--- config.mk ---
export PLATFORM = sky130hd
export DESIGN_NAME = muldiv_unit
export DESIGN_NICKNAME = d
export VERILOG_FILES = /design/src/rtl/cpu_pkg.sv /design/src/rtl/muldiv_unit.sv
export SDC_FILE = /design/constraint.sdc
export NUM_CORES = 1
export LEC_CHECK = 0
export ABC_AREA = 1
export BUFFER_PORTS_ARGS = -buffer_cell sky130_fd_sc_hd__buf_2
export CORE_UTILIZATION = 50
export DETAILED_ROUTE_END_ITERATION = 6
export PLACE_DENSITY = 0.68
export SYNTH_ARGS = -nofsm -noshare
export SYNTH_HDL_FRONTEND = slang
export SYNTH_SLANG_ARGS = --single-unit
--- constraint.sdc ---
create_clock -name clk -period 6.4 [get_ports clk]
set_input_delay 0 -clock clk [delete_from_list [all_inputs] [get_ports clk]]
set_output_delay 0 -clock clk [all_outputs]
set_load 0.005 [all_outputs]
--- src/rtl/cpu_pkg.sv ---
// Shared definitions for the RV32M multiply/divide unit: funct3 encodings,
// FSM state encoding and the fixed special-case result constants.
package cpu_pkg;

   typedef enum logic [2:0] {
      OP_MUL    = 3'b000,
      OP_MULH   = 3'b001,
      OP_MULHSU = 3'b010,
      OP_MULHU  = 3'b011,
      OP_DIV    = 3'b100,
      OP_DIVU   = 3'b101,
      OP_REM    = 3'b110,
      OP_REMU   = 3'b111
   } op_t;

   typedef enum logic [1:0] {
      ST_IDLE = 2'b00,
      ST_CALC = 2'b01,
      ST_DONE = 2'b10
   } state_t;

   localparam logic [31:0] DIV_ZERO_Q = 32'hFFFF_FFFF;
   localparam logic [31:0] INT_MIN    = 32'h8000_0000;

endpackage

--- src/rtl/muldiv_unit.sv ---
// Iterative RV32M multiply/divide unit. A 32-step shift-add multiply or
// restoring divide runs on operand magnitudes in a shared 64-bit shift
// register; signs are restored on the final step. Divide-by-zero and signed
// overflow bypass the iteration and complete one cycle after issue.
module muldiv_unit
   import cpu_pkg::*;
#(
   parameter int XLEN = 32
) (
   input  logic            clk,
   input  logic            reset,
   input  logic            start,
   input  logic [2:0]      op,
   input  logic [XLEN-1:0] operand_a,
   input  logic [XLEN-1:0] operand_b,
   input  logic [4:0]      rd_addr,
   output logic            busy,
   output logic            done,
   output logic [XLEN-1:0] result,
   output logic [4:0]      wrt_addr
);

   state_t      r_state, w_state_next;
   op_t         r_op;
   logic [31:0] r_b_mag;
   logic [63:0] r_acc;
   logic [5:0]  r_cnt;
   logic        r_neg_q;   // product / quotient needs negation
   logic        r_neg_r;   // remainder needs negation (dividend sign)
   logic [4:0]  r_rd;
   logic [31:0] r_result;
   logic [4:0]  r_wrt_addr;

   // ---- issue-side decode (valid while IDLE) ----
   op_t         w_op;
   logic        w_a_signed, w_b_signed, w_a_neg, w_b_neg;
   logic [31:0] w_a_mag, w_b_mag;
   logic        w_b_zero, w_ovf, w_special;
   logic [31:0] w_special_res;

   assign w_op       = op_t'(op);
   assign w_a_signed = (w_op == OP_MUL) || (w_op == OP_MULH) || (w_op == OP_MULHSU) ||
                       (w_op == OP_DIV) || (w_op == OP_REM);
   assign w_b_signed = (w_op == OP_MUL) || (w_op == OP_MULH) ||
                       (w_op == OP_DIV) || (w_op == OP_REM);
   assign w_a_neg    = w_a_signed & operand_a[31];
   assign w_b_neg    = w_b_signed & operand_b[31];
   assign w_a_mag    = w_a_neg ? -operand_a : operand_a;
   assign w_b_mag    = w_b_neg ? -operand_b : operand_b;

   // Special cases only exist for divides (op[2]); op[1] selects remainder.
   assign w_b_zero      = (operand_b == 32'd0);
   assign w_ovf         = ((w_op == OP_DIV) || (w_op == OP_REM)) &&
                          (operand_a == INT_MIN) && (operand_b == 32'hFFFF_FFFF);
   assign w_special     = op[2] & (w_b_zero | w_ovf);
   assign w_special_res = w_b_zero ? (op[1] ? operand_a : DIV_ZERO_Q)
                                   : (op[1] ? 32'd0 : INT_MIN);

   // ---- shared 33-bit adder/subtractor and one iteration step ----
   logic        w_is_div, w_ge, w_last;
   logic [32:0] w_opa, w_opb;
   logic [33:0] w_sum;
   logic [63:0] w_acc_next, w_prod;
   logic [31:0] w_quot, w_rem, w_final;

   assign w_is_div = r_op[2];
   // Multiply adds b to the high half; divide subtracts b from the shifted
   // partial remainder, and the carry-out says whether it fitted.
   assign w_opa = w_is_div ? r_acc[63:31] : {1'b0, r_acc[63:32]};
   assign w_opb = w_is_div ? ~{1'b0, r_b_mag} : {1'b0, r_b_mag};
   assign w_sum = {1'b0, w_opa} + {1'b0, w_opb} + {33'd0, w_is_div};
   assign w_ge  = w_sum[33];

   assign w_acc_next = w_is_div
      ? {(w_ge ? w_sum[31:0] : r_acc[62:31]), r_acc[30:0], w_ge}
      : (r_acc[0] ? {w_sum[32:0], r_acc[31:1]} : {1'b0, r_acc[63:1]});

   assign w_last = (r_cnt == 6'd31);
   assign w_prod = r_neg_q ? -w_acc_next : w_acc_next;
   assign w_quot = r_neg_q ? -w_acc_next[31:0] : w_acc_next[31:0];
   assign w_rem  = r_neg_r ? -w_acc_next[63:32] : w_acc_next[63:32];

   // Pick the architectural result out of the final-step accumulator.
   always_comb begin
      // NOTE: every combinational output gets a default first, so no path
      // through the case can leave it unassigned and infer a latch.
      w_final = w_prod[63:32];
      case (r_op)
         OP_MUL:           w_final = w_prod[31:0];
         OP_DIV, OP_DIVU:  w_final = w_quot;
         OP_REM, OP_REMU:  w_final = w_rem;
         default:          w_final = w_prod[63:32];
      endcase
   end

   // FSM state register.
   always_ff @(posedge clk or negedge reset) begin
      // NOTE: sequential state uses non-blocking assignments so every
      // register samples pre-edge values regardless of statement order.
      if (!reset) r_state <= ST_IDLE;
      else        r_state <= w_state_next;
   end

   // FSM next-state logic.
   always_comb begin
      w_state_next = r_state;
      case (r_state)
         ST_IDLE: if (start) w_state_next = w_special ? ST_DONE : ST_CALC;
         ST_CALC: if (w_last) w_state_next = ST_DONE;
         ST_DONE: w_state_next = ST_IDLE;
         default: w_state_next = ST_IDLE;
      endcase
   end

   // FSM outputs.
   always_comb begin
      busy = (r_state != ST_IDLE);
      done = (r_state == ST_DONE);
   end

   // Datapath: latch operands at issue, iterate in CALC, publish on the edge into DONE.
   always_ff @(posedge clk or negedge reset) begin
      if (!reset) begin
         r_op       <= OP_MUL;
         r_b_mag    <= '0;
         r_acc      <= '0;
         r_cnt      <= '0;
         r_neg_q    <= 1'b0;
         r_neg_r    <= 1'b0;
         r_rd       <= '0;
         r_result   <= '0;
         r_wrt_addr <= '0;
      end else begin
         case (r_state)
            ST_IDLE: if (start) begin
               r_op    <= w_op;
               r_b_mag <= w_b_mag;
               r_acc   <= {32'd0, w_a_mag};
               r_cnt   <= '0;
               r_neg_q <= w_a_neg ^ w_b_neg;
               r_neg_r <= w_a_neg;
               r_rd    <= rd_addr;
               if (w_special) begin
                  r_result   <= w_special_res;
                  r_wrt_addr <= rd_addr;
               end
            end
            ST_CALC: begin
               r_acc <= w_acc_next;
               r_cnt <= r_cnt + 6'd1;
               if (w_last) begin
                  r_result   <= w_final;
                  r_wrt_addr <= r_rd;
               end
            end
            default: ;
         endcase
      end
   end

   assign result   = r_result;
   assign wrt_addr = r_wrt_addr;

endmodule

==> results.md, run 1 <==
- Worst slew margin: 0.2672
- Clock Latency Late Sink: 0.46 ns
- Final period demand of the worst path: 5.713 ns
- PortBufs: 113
- Setup ws final: 0.6868 ns
- First-pass GRT wire length: 96.21 mm
- HP Class: in -> reg
- # IOs: 114
- Fin. Hold Viols: 0
- Slowest-stage cell, CP: dfrtp_4
- Yosys warns: 0
- Clock-pin slew on the worst setup and hold paths: 0.07 ns
- CP Class: reg -> reg
- Slew @ Worst Pin: 1.099 ns
- Die height: 179.2 µm
- Core Area: 0.03075 mm²
- Critical path data arrival time: 6.09 ns
- Post-synthesis register bit count: 151
- Drt wl/cell: 20.04 µm
- CTS tree: built
- Pre-CTS WS: 0.7299 ns
- CP endpoint kind: flop
- Clock Sinks: 151
- Standard-cell row count: 64
- Vias in the first global route: 16930
- Most frequent cells in the layout: 815 x nand2_1, 324 x inv_1, 293 x nor2_1, 204 x nand3_1, 180 x o21ai_0
- Via-per-instance ratio: 5.821
- GR Util All Layers: 0.4002
- Max_cap viols: 0
- Max Root-Sink Buffers: 2
- Vias: 18560
- RSZ-0062 raised after global routing: no
- Initial Util: 0.5105
- Status: finished, violations left
- Max Freq: 175.0 MHz
- GRT overflow: 0
- Asr flop ratio synth: 1.000
- Setup violators final: 0
- Final setup TNS: 0 ns
- Startpoint types: flop
- Slowest stage delay, CP: 0.62 ns
- Ys flop type: dfrtp_1
- Mean Syn Cell Area: 5.911 µm²
- Worst path required time: 6.78 ns
- Final max-slew violation count: 0
- Final clock skew: 0.02374 ns
- H-tree depth: 4
- Chip width: 179.2 µm
- Post-synth cell types: 53
- First DRT Iteration DRCs: 2319
- Pre-antenna DRT Iters: 7
- Critical Path Most Common Cell: nand2_1
- Routability congestion estimate: 1.016
- CTS Root Buffer Type: clkbuf_16
- Post-synth EDFFs: 0
- Synthesis-to-finish area growth: 13.56%
- DP HPWL: 48.12 mm
- Seq/Total Area, Yosys: 0.2407
- Worst-path fanout max: 24
- Post-Syn Instances: 2656
- CTS Buf Count: 17
- FILL cells: 3090
- Largest net degree at the start of global routing: 82
- Cell area after synthesis: 0.01570 mm²
- Post-DRT Antenna Nets: 0
- Commonest non-fill, non-tap cell in the layout: nand2_1
- DRC errors left: 13
- Final Routed Wirelength: 63.91 mm
- Layout cells sized above 1: 0.09312
- Fin util: 0.5798
- Initial antenna violation count: 1
- Syn nets: 2769
- Die Area: 0.03211 mm²
- Final net count: 2892
- Failing checks: design-rule violations
- Post-route clock period utilization: 0.8927
-- Yosys cell counts, drive strengths merged (11+ instances only) --
cell type,instances,share of area
nand2,837,0.20
inv,334,0.080
nor2,321,0.082
nand3,209,0.068
o21ai,204,0.067
dfrtp,151,0.24
a21oi,135,0.045
xor2,88,0.049
clkbuf,65,0.016
nand4,39,0.016
nor3,39,0.013
o22ai,39,0.016
buf,37,0.015
ha,37,0.029
o221ai,30,0.017
a31oi,16,0.0064
xnor2,12,0.0067
o211ai,11,0.0053
-- path summary, 6_finish.rpt --
kind | start | endpoint | slack [ns] | cells after the start
worst max-delay path | r_op[2]$_DFFE_PN0P_ | result[12]$_DFFE_PN0P_ | 0.69 | 31
worst min-delay path | operand_a[5] | result[5]$_DFFE_PN0P_ | 0.02 | 5
worst max register to register | r_op[2]$_DFFE_PN0P_ | result[12]$_DFFE_PN0P_ | 0.69 | 31
worst min register to register | r_rd[0]$_DFFE_PN0P_ | r_rd[0]$_DFFE_PN0P_ | 0.49 | 2
max in group asynchronous | reset | r_op[2]$_DFFE_PN0P_ | 4.53 | 3
min in group asynchronous | reset | r_acc[54]$_DFFE_PN0P_ | 0.16 | 2
-- through the flow --
stage          hold WS [ns]  cells  instance area [µm²]
2_1_floorplan       -0.2956   2656                15700
3_3_place_gp        0.09494   3089                16510
3_5_place_dp         0.1062   3089                16510
6_report            0.02125   3189                17830
5_1_grt             0.04331   3188                17820
4_1_cts            0.007118   3187                17810
-- kinds of logic after synthesis --
kind of cell	Yosys count	share of synthesized area
simple gates	1468	0.3920
compound gates	455	0.1679
buf+inv	444	0.1128
flops	151	0.2407
xor+xnor	100	0.05579
fa+ha+maj	38	0.03076
-- per-layer routing --
layer  share of wire  GRT usage  routed length, µm  up-vias
li1                -          -                  -     8839
met5               0          0                  0        -
met3            0.11    0.09330               6758      116
met2            0.43     0.5970              27190      961
met4           0.031     0.1355               1979        0
met1            0.44     0.5623              27990     8646
-- what timing repair did --
item,4_1_cts,5_1_grt
resized for setup,0,1
setup buffers,0,1
hold buffers,66,0
hold endpoints to repair,140,0
setup endpoints to repair,0,3
-- registers in the layout, indices dropped and copies added, names as in the netlist --
register / count
r_cnt: 6
r_acc: 64
r_rd: 5
r_state: 2
r_op: 3
r_b_mag: 32
r_neg_q: 1
result: 32
wrt_addr: 5
r_neg_r: 1
-- cell type report --
type	instances	area (µm²)	share of cell area
Multi-Input combinational cell	2061	10160	0.5700
Clock buffer	22	474.2	0.02660
Tap cell	396	495.5	0.02779
Inverter	342	1286	0.07215
Sequential cell	151	3784	0.2122
Timing Repair Buffer	206	1455	0.08163
Clock inverter	10	167.7	0.009405
Antenna cell	1	2.502	0.0001404
-- critical path, delay by kind of cell, from the launching register on --
kind / cells / cell delay, ns
and+or+nand+nor: 19 / 2.66
AOI/OAI and AO/OA: 4 / 0.97
buffers and inverters: 6 / 0.83
adders and majority gates: 2 / 0.54
DFF: 1 / 0.62
Power of run 1 is not shown: default switching activity piles up to over one toggle a cycle in this logic, so the estimate is an artifact.
==> run 2: changes to the inputs <==
--- a/config.mk
+++ b/config.mk
@@ -6,8 +6,10 @@
 export NUM_CORES = 1
 export LEC_CHECK = 0
 export ABC_AREA = 1
+export ABC_CLOCK_PERIOD_IN_PS = 7400
 export BUFFER_PORTS_ARGS = -buffer_cell sky130_fd_sc_hd__buf_2
 export CORE_UTILIZATION = 50
+export CTS_CLUSTER_SIZE = 20
 export DETAILED_ROUTE_END_ITERATION = 6
 export PLACE_DENSITY = 0.68
 export SYNTH_ARGS = -nofsm -noshare
==> constraint.sdc (replaced) <==
create_clock -name clk -period 7.4 [get_ports clk]
set_input_delay 0 -clock clk [delete_from_list [all_inputs] [get_ports clk]]
set_output_delay 0 -clock clk [all_outputs]
set_load 0.005 [all_outputs]
==> run 2 against run 1 <==
The flow still finishes with violations (design-rule violations). Maximum frequency shrank 12%. Clock skew fell by 0.0063 ns. Die area unchanged. First-iteration DRC count is 2.0% lower. Sequential cell count is the same. Via count is 0.19% higher. Setup slack improved by 0.22 ns. Sequential share of layout area grew 0.057 points. Register-to-register slack better by 0.22 ns. Global-route usage is 0.40 points lower. Critical path type unchanged. Critical endpoint is now result[18]$_DFFE_PN0P_.
==> results.md, run 2 (synthesized netlist as in run 1, its figures left out) <==
- Worst path top cell family by delay: simple AND/OR/NAND/NOR gates
- Worst path required time: 7.78 ns (+1.00 ns)
- Post-DRT Antenna Nets: 0 (unchanged)
- Pre-antenna DRT Iters: 7 (unchanged)
- Critical path data arrival time: 6.87 ns (+0.78 ns)
- Clock-pin slew on the worst setup and hold paths: 0.07 ns (about the same)
- First-pass GRT wire length: 95.82 mm (-0.41%)
- Critical Path Most Common Cell: nand3_1
- Reg area: 0.003784 mm² (unchanged)
- Final Routed Wirelength: 62.69 mm (-1.9%)
- GR Util All Layers: 0.3962 (-0.003983)
- Initial antenna violation count: 2 (+1)
- Die Area: 0.03211 mm² (unchanged)
- Max_cap viols: 0 (unchanged)
- Final net count: 2890 (-0.069%)
- DRC errors left: 17 (+4)
- Slowest-stage cell, CP: dfrtp_4
- GR peak layer: met2
- PortBufs: 113 (unchanged)
- Max Root-Sink Buffers: 2 (unchanged)
- FILL cells: 3141 (+1.7%)
- Setup violators final: 0 (unchanged)
- Max Freq: 154.1 MHz (-12%)
- CTS Root Buffer Type: clkbuf_16
- Max FFs per register: 64 (unchanged)
- HP Class: in -> reg
- Slew @ Worst Pin: 1.208 ns (+0.1087 ns)
- GRT overflow: 0 (unchanged)
- Core Area: 0.03075 mm² (unchanged)
- Largest net degree at the start of global routing: 104 (+27%)
- H-tree depth: 4 (unchanged)
- Clock Sinks: 151 (unchanged)
- Final Cell Area: 0.01778 mm² (-0.27%)
- Global Route met2 Usage: 0.6017 (+0.004665)
- CP bufs+invs: 4 (-2)
- Status: finished, violations left
- Post-route clock period utilization: 0.8769 (-0.01581)
- Commonest non-fill, non-tap cell in the layout: nand2_1
- Vias in the first global route: 17200 (+1.6%)
- Multi-input logic area: 0.01016 mm² (about the same)
- CP endpoint kind: flop
- Layout cells sized above 1: 0.09211 (-0.001009)
- Worst-path fanout max: 103 (+330%)
- Standard-cell row count: 64 (unchanged)
- Final setup TNS: 0 ns (unchanged)
- Worst slew margin: 0.1947 (-0.07249)
- Setup Buffers After CTS: 0 (unchanged)
- Vias: 18600 (+0.19%)
- Failing checks: design-rule violations
- Startpoint types: flop
- Fin util: 0.5782 (-0.001547)
- GR met3 Demand/Resource: 0.09478 (+0.001484)
- CP Class: reg -> reg
- Final max-slew violation count: 0 (unchanged)
- # IOs: 114 (unchanged)
- Final period demand of the worst path: 6.489 ns (+0.7757 ns)
- Die height: 179.2 µm (unchanged)
- Hold_buf cts: 69 (+4.5%)
- Initial Util: 0.5105 (unchanged)
- Final clock skew: 0.01744 ns (-0.006299 ns)
- DP Area: 0.01646 mm² (-0.29%)
- Most frequent cells in the layout: 815 x nand2_1, 324 x inv_1, 293 x nor2_1, 204 x nand3_1, 180 x o21ai_0
- Routability congestion estimate: 1.070 (+5.3%)
- Chip width: 179.2 µm (unchanged)
- Clock Latency Late Sink: 0.46 ns (about the same)
- RSZ-0062 raised after global routing: no
- Via-per-instance ratio: 5.833 (+0.22%)
- Top reg by flops: r_acc
- CTS Buf Count: 17 (unchanged)
- CTS tree: built
- DP HPWL: 47.10 mm (-2.1%)
- Slowest stage delay, CP: 1.19 ns (+0.57 ns)
- Drt wl/cell: 19.66 µm (-1.9%)
- GR Util met1: 0.5431 (-0.01918)
- Fin. Hold Viols: 0 (unchanged)
- Resize count post-CTS: 0 (unchanged)
- First DRT Iteration DRCs: 2272 (-2.0%)
- Synthesis-to-finish area growth: 13.25%
-- run 2: cell count changes in the layout (fill, tap and decap cells not counted), sizes merged, moves of 2 or more --
cell / previous run / this run
inv: 336 / 343
clkbuf: 22 / 18
clkinv: 11 / 7
dlygate4sd3: 66 / 69
buf: 140 / 135
clkinvlp: 1 / 3
-- run 2: per-layer routing --
layer,vias up,share of wire
met2,980,0.43
li1,8836,-
met3,147,0.11
met5,-,0.00019
met1,8632,0.43
met4,2,0.033
-- run 2: path summary, 6_finish.rpt --
path | from | to | slack [ns] | depth (start not counted)
hold / removal | operand_a[26] | r_acc[26]$_DFFE_PN0P_ | 0.02 | 4
setup reg to reg | r_op[2]$_DFFE_PN0P_ | result[18]$_DFFE_PN0P_ | 0.91 | 29
max in group asynchronous | reset | r_acc[61]$_DFFE_PN0P_ | 5.56 | 3
setup / recovery | r_op[2]$_DFFE_PN0P_ | result[18]$_DFFE_PN0P_ | 0.91 | 29
min in group asynchronous | reset | r_b_mag[6]$_DFFE_PN0P_ | 0.26 | 2
hold reg to reg | r_rd[1]$_DFFE_PN0P_ | r_rd[1]$_DFFE_PN0P_ | 0.48 | 2
-- run 2: through the flow --
step	std cells	hold slack [ns]	worst slack (ns)
finish	3188	0.01755	0.9111
global route	3186	0.03040	0.2493
CTS	3186	0.009761	1.072
detailed placement	3085	0.1166	1.088
global placement	3085	0.1149	1.310
floorplan	2656	-0.2956	1.886
-- run 2: worst min-delay path, stage by stage --
cell and delay [ns]:
buf_2 0.12, inv_1 0.10, xor2_1 0.07, o221ai_1 0.14
-- run 2: layout make-up --
type,count,share of cell area
Multi-Input combinational cell,2061,0.5713
Antenna cell,2,0.0002815
Inverter,342,0.07227
Sequential cell,151,0.2128
Timing Repair Buffer,204,0.08030
Tap cell,396,0.02787
Clock inverter,14,0.01049
Clock buffer,18,0.02470
Power of run 2 is left out for the same reason.
